[config.mk]
export PLATFORM = sky130hd
export DESIGN_NAME = input_bram_loader
export DESIGN_NICKNAME = d
export VERILOG_FILES = /design/src/rtl/input_bram_loader.sv
export SDC_FILE = /design/constraint.sdc
export NUM_CORES = 1
export LEC_CHECK = 0
export ABC_CLOCK_PERIOD_IN_PS = 4000
export CAP_MARGIN = 10
export CORE_MARGIN = 8
export CORE_UTILIZATION = 55
export CTS_CLUSTER_SIZE = 40
export DETAILED_ROUTE_END_ITERATION = 16
export PLACE_DENSITY = 0.9
export SYNTH_ARGS = -nofsm -noshare
export SYNTH_HDL_FRONTEND = slang
export SYNTH_SLANG_ARGS = --single-unit
[constraint.sdc]
create_clock -name i_clock -period 4 [get_ports i_clock]
set_clock_uncertainty 0.15 [all_clocks]
set_input_delay 0.6 -clock i_clock [delete_from_list [all_inputs] [get_ports i_clock]]
set_output_delay 0.6 -clock i_clock [all_outputs]
set_load 0.1 [all_outputs]
[src/rtl/input_bram_loader.sv]
// Stream-to-BRAM band loader: writes channel*col*KERNEL_ROW_SIZE words per band into the
// input BRAM, then hands the band to the transfer controller and waits for its release.
module input_bram_loader #(
   parameter int INPUT_BRAM_DEPTH         = 224*244,
   parameter int INPUT_BRAM_ADDRESS_WIDTH = $clog2(INPUT_BRAM_DEPTH),
   parameter int KERNEL_ROW_SIZE          = 3,
   parameter int DATA_WIDTH               = 32,
   parameter int INPUT_CHANNEL_WIDTH      = 8,
   parameter int INPUT_COL_WIDTH          = 6,
   parameter int BAND_COUNT_WIDTH         = 6
) (
   input  logic                                i_clock,
   input  logic                                i_reset,
   input  logic                                i_enable,
   input  logic                                i_start,
   input  logic [INPUT_CHANNEL_WIDTH-1:0]      i_feature_channel,
   input  logic [INPUT_COL_WIDTH-1:0]          i_feature_col,
   input  logic [BAND_COUNT_WIDTH-1:0]         i_band_total,
   input  logic                                i_s_valid,
   output logic                                o_s_ready,
   input  logic [DATA_WIDTH-1:0]               i_s_data,
   input  logic                                i_reset_busy,
   input  logic                                i_band_release,
   output logic                                o_wenable,
   output logic [INPUT_BRAM_ADDRESS_WIDTH-1:0] o_waddress,
   output logic [DATA_WIDTH-1:0]               o_bram_data,
   output logic                                o_start_transfer_process,
   output logic [BAND_COUNT_WIDTH-1:0]         o_band_index,
   output logic                                o_frame_done,
   output logic                                o_cfg_error,
   output logic                                o_busy
);

   localparam int AW         = INPUT_BRAM_ADDRESS_WIDTH;
   localparam int BW_W       = AW + 2;
   localparam int KR_W       = $clog2(KERNEL_ROW_SIZE + 1);
   localparam int PROD_W_RAW = INPUT_CHANNEL_WIDTH + INPUT_COL_WIDTH + KR_W;
   localparam int PROD_W     = (PROD_W_RAW > BW_W) ? PROD_W_RAW : BW_W;

   localparam logic [PROD_W-1:0] DEPTH_P = PROD_W'(INPUT_BRAM_DEPTH);
   localparam logic [PROD_W-1:0] KROW_P  = PROD_W'(KERNEL_ROW_SIZE);

   localparam logic [2:0] S_IDLE     = 3'd0;
   localparam logic [2:0] S_WAIT_RST = 3'd1;
   localparam logic [2:0] S_LOAD     = 3'd2;
   localparam logic [2:0] S_START    = 3'd3;
   localparam logic [2:0] S_HOLD     = 3'd4;

   logic [2:0]                  state_q,      state_d;
   logic [AW-1:0]               addr_q,       addr_d;
   logic [BW_W-1:0]             band_words_q, band_words_d;
   logic [BAND_COUNT_WIDTH-1:0] band_total_q, band_total_d;
   logic [BAND_COUNT_WIDTH-1:0] band_idx_q,   band_idx_d;
   logic                        cfg_error_q,  cfg_error_d;
   logic                        wenable_q,    wenable_d;
   logic [AW-1:0]               waddress_q,   waddress_d;
   logic [DATA_WIDTH-1:0]       bram_data_q,  bram_data_d;
   logic                        start_q,      start_d;
   logic                        frame_done_q, frame_done_d;
   logic                        busy_q,       busy_d;

   logic [PROD_W-1:0] cfg_words;
   logic              cfg_bad;
   logic              accept;
   logic              last_word;
   logic              last_band;

   // Product is formed wide enough that an oversized configuration cannot wrap into range.
   assign cfg_words = PROD_W'(i_feature_channel) * PROD_W'(i_feature_col) * KROW_P;
   assign cfg_bad   = (cfg_words == '0) || (i_band_total == '0) || (cfg_words > DEPTH_P);

   assign o_s_ready = (state_q == S_LOAD) && !i_reset_busy && i_enable;
   assign accept    = o_s_ready && i_s_valid;
   assign last_word = (BW_W'(addr_q) == (band_words_q - 1'b1));
   assign last_band = (band_idx_q == (band_total_q - 1'b1));

   always_comb begin
      // NOTE: every _d starts from its _q (or 0 for pulses) so no path leaves it unassigned and no latch is inferred.
      state_d      = state_q;
      addr_d       = addr_q;
      band_words_d = band_words_q;
      band_total_d = band_total_q;
      band_idx_d   = band_idx_q;
      cfg_error_d  = cfg_error_q;
      wenable_d    = 1'b0;
      waddress_d   = waddress_q;
      bram_data_d  = bram_data_q;
      start_d      = 1'b0;
      frame_done_d = 1'b0;

      case (state_q)
         S_IDLE: begin
            if (i_start) begin
               cfg_error_d  = cfg_bad;
               band_words_d = cfg_words[BW_W-1:0];
               band_total_d = i_band_total;
               band_idx_d   = '0;
               addr_d       = '0;
               if (!cfg_bad) begin
                  state_d = S_WAIT_RST;
               end
            end
         end

         S_WAIT_RST: begin
            if (!i_reset_busy) begin
               state_d = S_LOAD;
            end
         end

         S_LOAD: begin
            if (accept) begin
               wenable_d   = 1'b1;
               waddress_d  = addr_q;
               bram_data_d = i_s_data;
               if (last_word) begin
                  addr_d  = '0;
                  state_d = S_START;
               end else begin
                  addr_d = addr_q + 1'b1;
               end
            end
         end

         // One cycle here guarantees the final write is already in memory when start is seen.
         S_START: begin
            start_d = 1'b1;
            state_d = S_HOLD;
         end

         S_HOLD: begin
            if (i_band_release) begin
               if (last_band) begin
                  frame_done_d = 1'b1;
                  band_idx_d   = '0;
                  state_d      = S_IDLE;
               end else begin
                  band_idx_d = band_idx_q + 1'b1;
                  state_d    = S_LOAD;
               end
            end
         end

         default: state_d = S_IDLE;
      endcase

      busy_d = (state_d != S_IDLE);
   end

   always_ff @(posedge i_clock or negedge i_reset) begin
      if (!i_reset) begin
         state_q      <= S_IDLE;
         addr_q       <= '0;
         band_words_q <= '0;
         band_total_q <= '0;
         band_idx_q   <= '0;
         cfg_error_q  <= 1'b0;
         wenable_q    <= 1'b0;
         waddress_q   <= '0;
         bram_data_q  <= '0;
         start_q      <= 1'b0;
         frame_done_q <= 1'b0;
         busy_q       <= 1'b0;
      end else if (i_enable) begin
         // NOTE: non-blocking assignments so every register samples the pre-edge values.
         state_q      <= state_d;
         addr_q       <= addr_d;
         band_words_q <= band_words_d;
         band_total_q <= band_total_d;
         band_idx_q   <= band_idx_d;
         cfg_error_q  <= cfg_error_d;
         wenable_q    <= wenable_d;
         waddress_q   <= waddress_d;
         bram_data_q  <= bram_data_d;
         start_q      <= start_d;
         frame_done_q <= frame_done_d;
         busy_q       <= busy_d;
      end
   end

   assign o_wenable                = wenable_q;
   assign o_waddress               = waddress_q;
   assign o_bram_data              = bram_data_q;
   assign o_start_transfer_process = start_q;
   assign o_band_index             = band_idx_q;
   assign o_frame_done             = frame_done_q;
   assign o_cfg_error              = cfg_error_q;
   assign o_busy                   = busy_q;

endmodule

==> results.cfg <==
[timing]
maxSlewViolCount = 0
timing_worst_slew_pin_value_ns = 1.25
slew_headroom_pct = 16.9
finalWorstPathRequiredPeriod_ns = 6.07
grt_setup_unrepaired = true
finalWorstSetupSlack_ns = -2.07
finalCritPeriodShare_pct = 152
number_of_hold_violations_in_the_final_report = 0
peak_clock_frequency_supported_by_timing_mhz = 165
setup_violations = 14

[clock_network]
tritoncts_num_sinks = 100
tritoncts.num_buffers = 9
clk_transition_reported_paths_ns = 0.08
clock_tree.buffer_depth = 2
cts_root_buffer = sky130_fd_sc_hd__clkbuf_16
worstSkewPairLatency_ns = 0.36
cts-hold-fix-buffers = 0
cts_max_level = 3
cts_tree = yes

[synthesis]
post_synth_xor_area_fraction_pct = 5.74
synth.net_count = 959
synth_top_family_by_area = simple AND/OR/NAND/NOR gates
synth_compound_area_share_pct = 13.2
netlist_area_mm2 = 0.00726
yosys_register_bits = 100
synth.lib_cells_used.distinct = 76
synth_seq_area_share_pct = 34.5
synth_async_sr_flop_share_pct = 100
syn_inst = 834
synth-adder-area-share_pct = 14.1
synth_enable_flop_cells = 0
synth.area.mux_share_pct = 2.29
ys_warn_count = 0
synth_simple_gate_area_share_pct = 25.3
synth_area_leader_cell = sky130_fd_sc_hd__dfrtp_1
ys_top_cells_by_area = sky130_fd_sc_hd__dfrtp_1 (34%), sky130_fd_sc_hd__nand2_1 (9.6%), sky130_fd_sc_hd__fa_1 (7.2%), sky130_fd_sc_hd__ha_1 (6.9%), sky130_fd_sc_hd__and2_1 (3.6%)
synth_top_cell_area_share_pct = 34.5
avgSynthCellArea_um2 = 8.70
post_synth_most_frequent_cells = sky130_fd_sc_hd__nand2_1 (186), sky130_fd_sc_hd__dfrtp_1 (100), sky130_fd_sc_hd__inv_1 (60)
synth_flop_cell = sky130_fd_sc_hd__dfrtp_1
yosysMostFrequentCell = sky130_fd_sc_hd__nand2_1

[placement]
placedCellCount = 1187
place.port_buffers = 118
gpl.final_weighted_congestion = 0.824
detailedPlacementHpwl_um = 14000
cell_area_after_placement_mm2 = 0.00930

[final_layout]
num-fill-cells = 765
insertedDiodeCount = 0
final_area_mm2 = 0.0102
final_util_pct = 78.3
final_nets = 1175
drive_above_1_share_pct = 23.6
synthToLayoutAreaGrowth_pct = 41.3
post_layout_nonfiller_instances = 1231

[floorplanning]
io-pin-count = 119
fp.coreArea_mm2 = 0.0131
die_outline_width_um = 131
die_h_um = 131
rows = 42
die_area_mm2 = 0.0171
start_util_pct = 55.5

[global_route]
antenna_found_initial = 0
first_global_vias = 7415
use_met3_pct = 4.67
groute.usage.overall_pct = 25.2
total_gr_overflow = 0
pin_count_of_the_biggest_net_entering_global_routing = 52
gr-usage-met1_pct = 26.4
gr-max-usage-layer = met2
grt_pass1_wl_um = 34600
grtUsageMet2_pct = 47.0

[setup_path]
worst_setup_path_end_kind = flip-flop
r2r_slack_ns = 0.14
worst-endpoint-arrival_ns = 6.15
timing.critical_path.fanout_max = 6
crit_required_ns = 4.08
critical_path.startpoint_type = primary input
worst-setup-path-type = in2reg

[worst_hold_path]
hold_class = in2async

[detailed_routing]
post-route-drc-count = 0
initialDrtViolationCount = 670
ant_nets = 0
post_route_wl_um = 23200
drt_pre_antenna_iters = 6
route.detailed.wl_per_inst_um = 18.9
routed-via-count = 7268
viasPerCell = 5.90

[job]
maxCapViolations = 0

[status]
outcome = complete, but fails checks
violations = negative setup slack
-- worst max-delay path, stage by stage --
cell,delay (ns)
sky130_fd_sc_hd__buf_8,0.10
sky130_fd_sc_hd__and2_4,0.15
sky130_fd_sc_hd__fa_1,0.55
sky130_fd_sc_hd__inv_1,0.06
sky130_fd_sc_hd__fa_1,0.45
sky130_fd_sc_hd__fa_1,0.51
sky130_fd_sc_hd__inv_2,0.05
sky130_fd_sc_hd__ha_4,0.21
sky130_fd_sc_hd__buf_4,0.13
sky130_fd_sc_hd__buf_6,0.12
sky130_fd_sc_hd__xnor2_2,0.14
sky130_fd_sc_hd__ha_1,0.37
sky130_fd_sc_hd__o21ai_0,0.54
sky130_fd_sc_hd__nand2_1,0.22
sky130_fd_sc_hd__a41oi_4,0.38
sky130_fd_sc_hd__xor3_1,0.31
sky130_fd_sc_hd__nand4_1,0.14
sky130_fd_sc_hd__or4b_4,0.58
sky130_fd_sc_hd__o311ai_4,0.29
sky130_fd_sc_hd__buf_4,0.17
sky130_fd_sc_hd__a21oi_2,0.05
-- cell usage in the layout, fill, tap and decap left out, drive strengths merged, types with 11 or more instances in the layout --
| cell | n |
|---|---|
| a21oi | 26 |
| and2 | 42 |
| and3 | 12 |
| buf | 130 |
| clkbuf | 11 |
| clkdlybuf4s50 | 102 |
| dfrtp | 100 |
| fa | 26 |
| ha | 40 |
| inv | 63 |
| mux2 | 13 |
| nand2 | 187 |
| nand2b | 17 |
| nand3 | 19 |
| nor2 | 35 |
| nor3 | 17 |
| o21ai | 61 |
| xnor2 | 30 |
| xor2 | 14 |
-- state kept, by name (all words and copies together) (netlist names), 3 cells and up --
name and cells:
o_waddress 16, o_bram_data 32, addr_q 16, band_words_q 16, band_total_q 6, o_band_index 6
state_q 3
-- stage by stage --
step	hold slack (ns)	setup slack [ns]	setup TNS, ns
6_report	0.0791	-2.07	-17.34
3_3_place_gp	0.306	-2.32	-21.99
3_5_place_dp	0.311	-2.48	-24.01
2_1_floorplan	0.154	-1.71	-11.98
5_1_grt	0.120	-2.22	-19.04
4_1_cts	0.0971	-1.64	-13.45
-- path summary, 6_finish.rpt --
| kind | start | endpoint | cells after the start |
|---|---|---|---|
| max | i_feature_channel[5] | o_busy$_DFFE_PN0P_ | 21 |
| min | i_reset | addr_q[0]$_DFFE_PN0P_ | 1 |
| max reg2reg | band_words_q[2]$_DFFE_PN0P_ | addr_q[11]$_DFFE_PN0P_ | 10 |
| min reg2reg | o_waddress[9]$_DFFE_PN0P_ | o_waddress[9]$_DFFE_PN0P_ | 2 |
| max in group asynchronous | i_reset | o_bram_data[31]$_DFFE_PN0P_ | 2 |
| min in group i_clock | o_waddress[9]$_DFFE_PN0P_ | o_waddress[9]$_DFFE_PN0P_ | 2 |
-- layout make-up --
cell class	instances	area (µm²)	area share [%]
timing repair buffer	233	2050	20.0
tap	176	220	2.15
inverter	61	229	2.23
multi-input combinational	645	4940	48.2
clock inverter	5	53.8	0.525
clock buffer	11	253	2.47
sequential	100	2500	24.4
-- cell families (layout without fill, tap and decap cells) --
family | count (synthesis) | in the layout
xor+xnor | 45 | 45
mux | 15 | 15
flops | 100 | 100
fa+ha+maj | 66 | 66
buf+inv | 89 | 310
compound gates | 144 | 144
simple gates | 375 | 375
-- repair_timing --
item / in CTS / in global routing
pin swaps: 45 / 35
endpoints found under the setup margin: 15 / 14
hold endpoints to repair: 0 / 0
gates resized for setup: 102 / 51
buffers inserted: 21 / 9
-- metal layers --
layer | wire length (µm) | vias up
met2 | 11900 | 432
met4 | 1330 | 0
met1 | 8230 | 3439
li1 | - | 3256
met5 | 0 | -
met3 | 1800 | 141
Power is not shown: default switching activity piles up to over one toggle a cycle in this logic, so the estimate is an artifact.
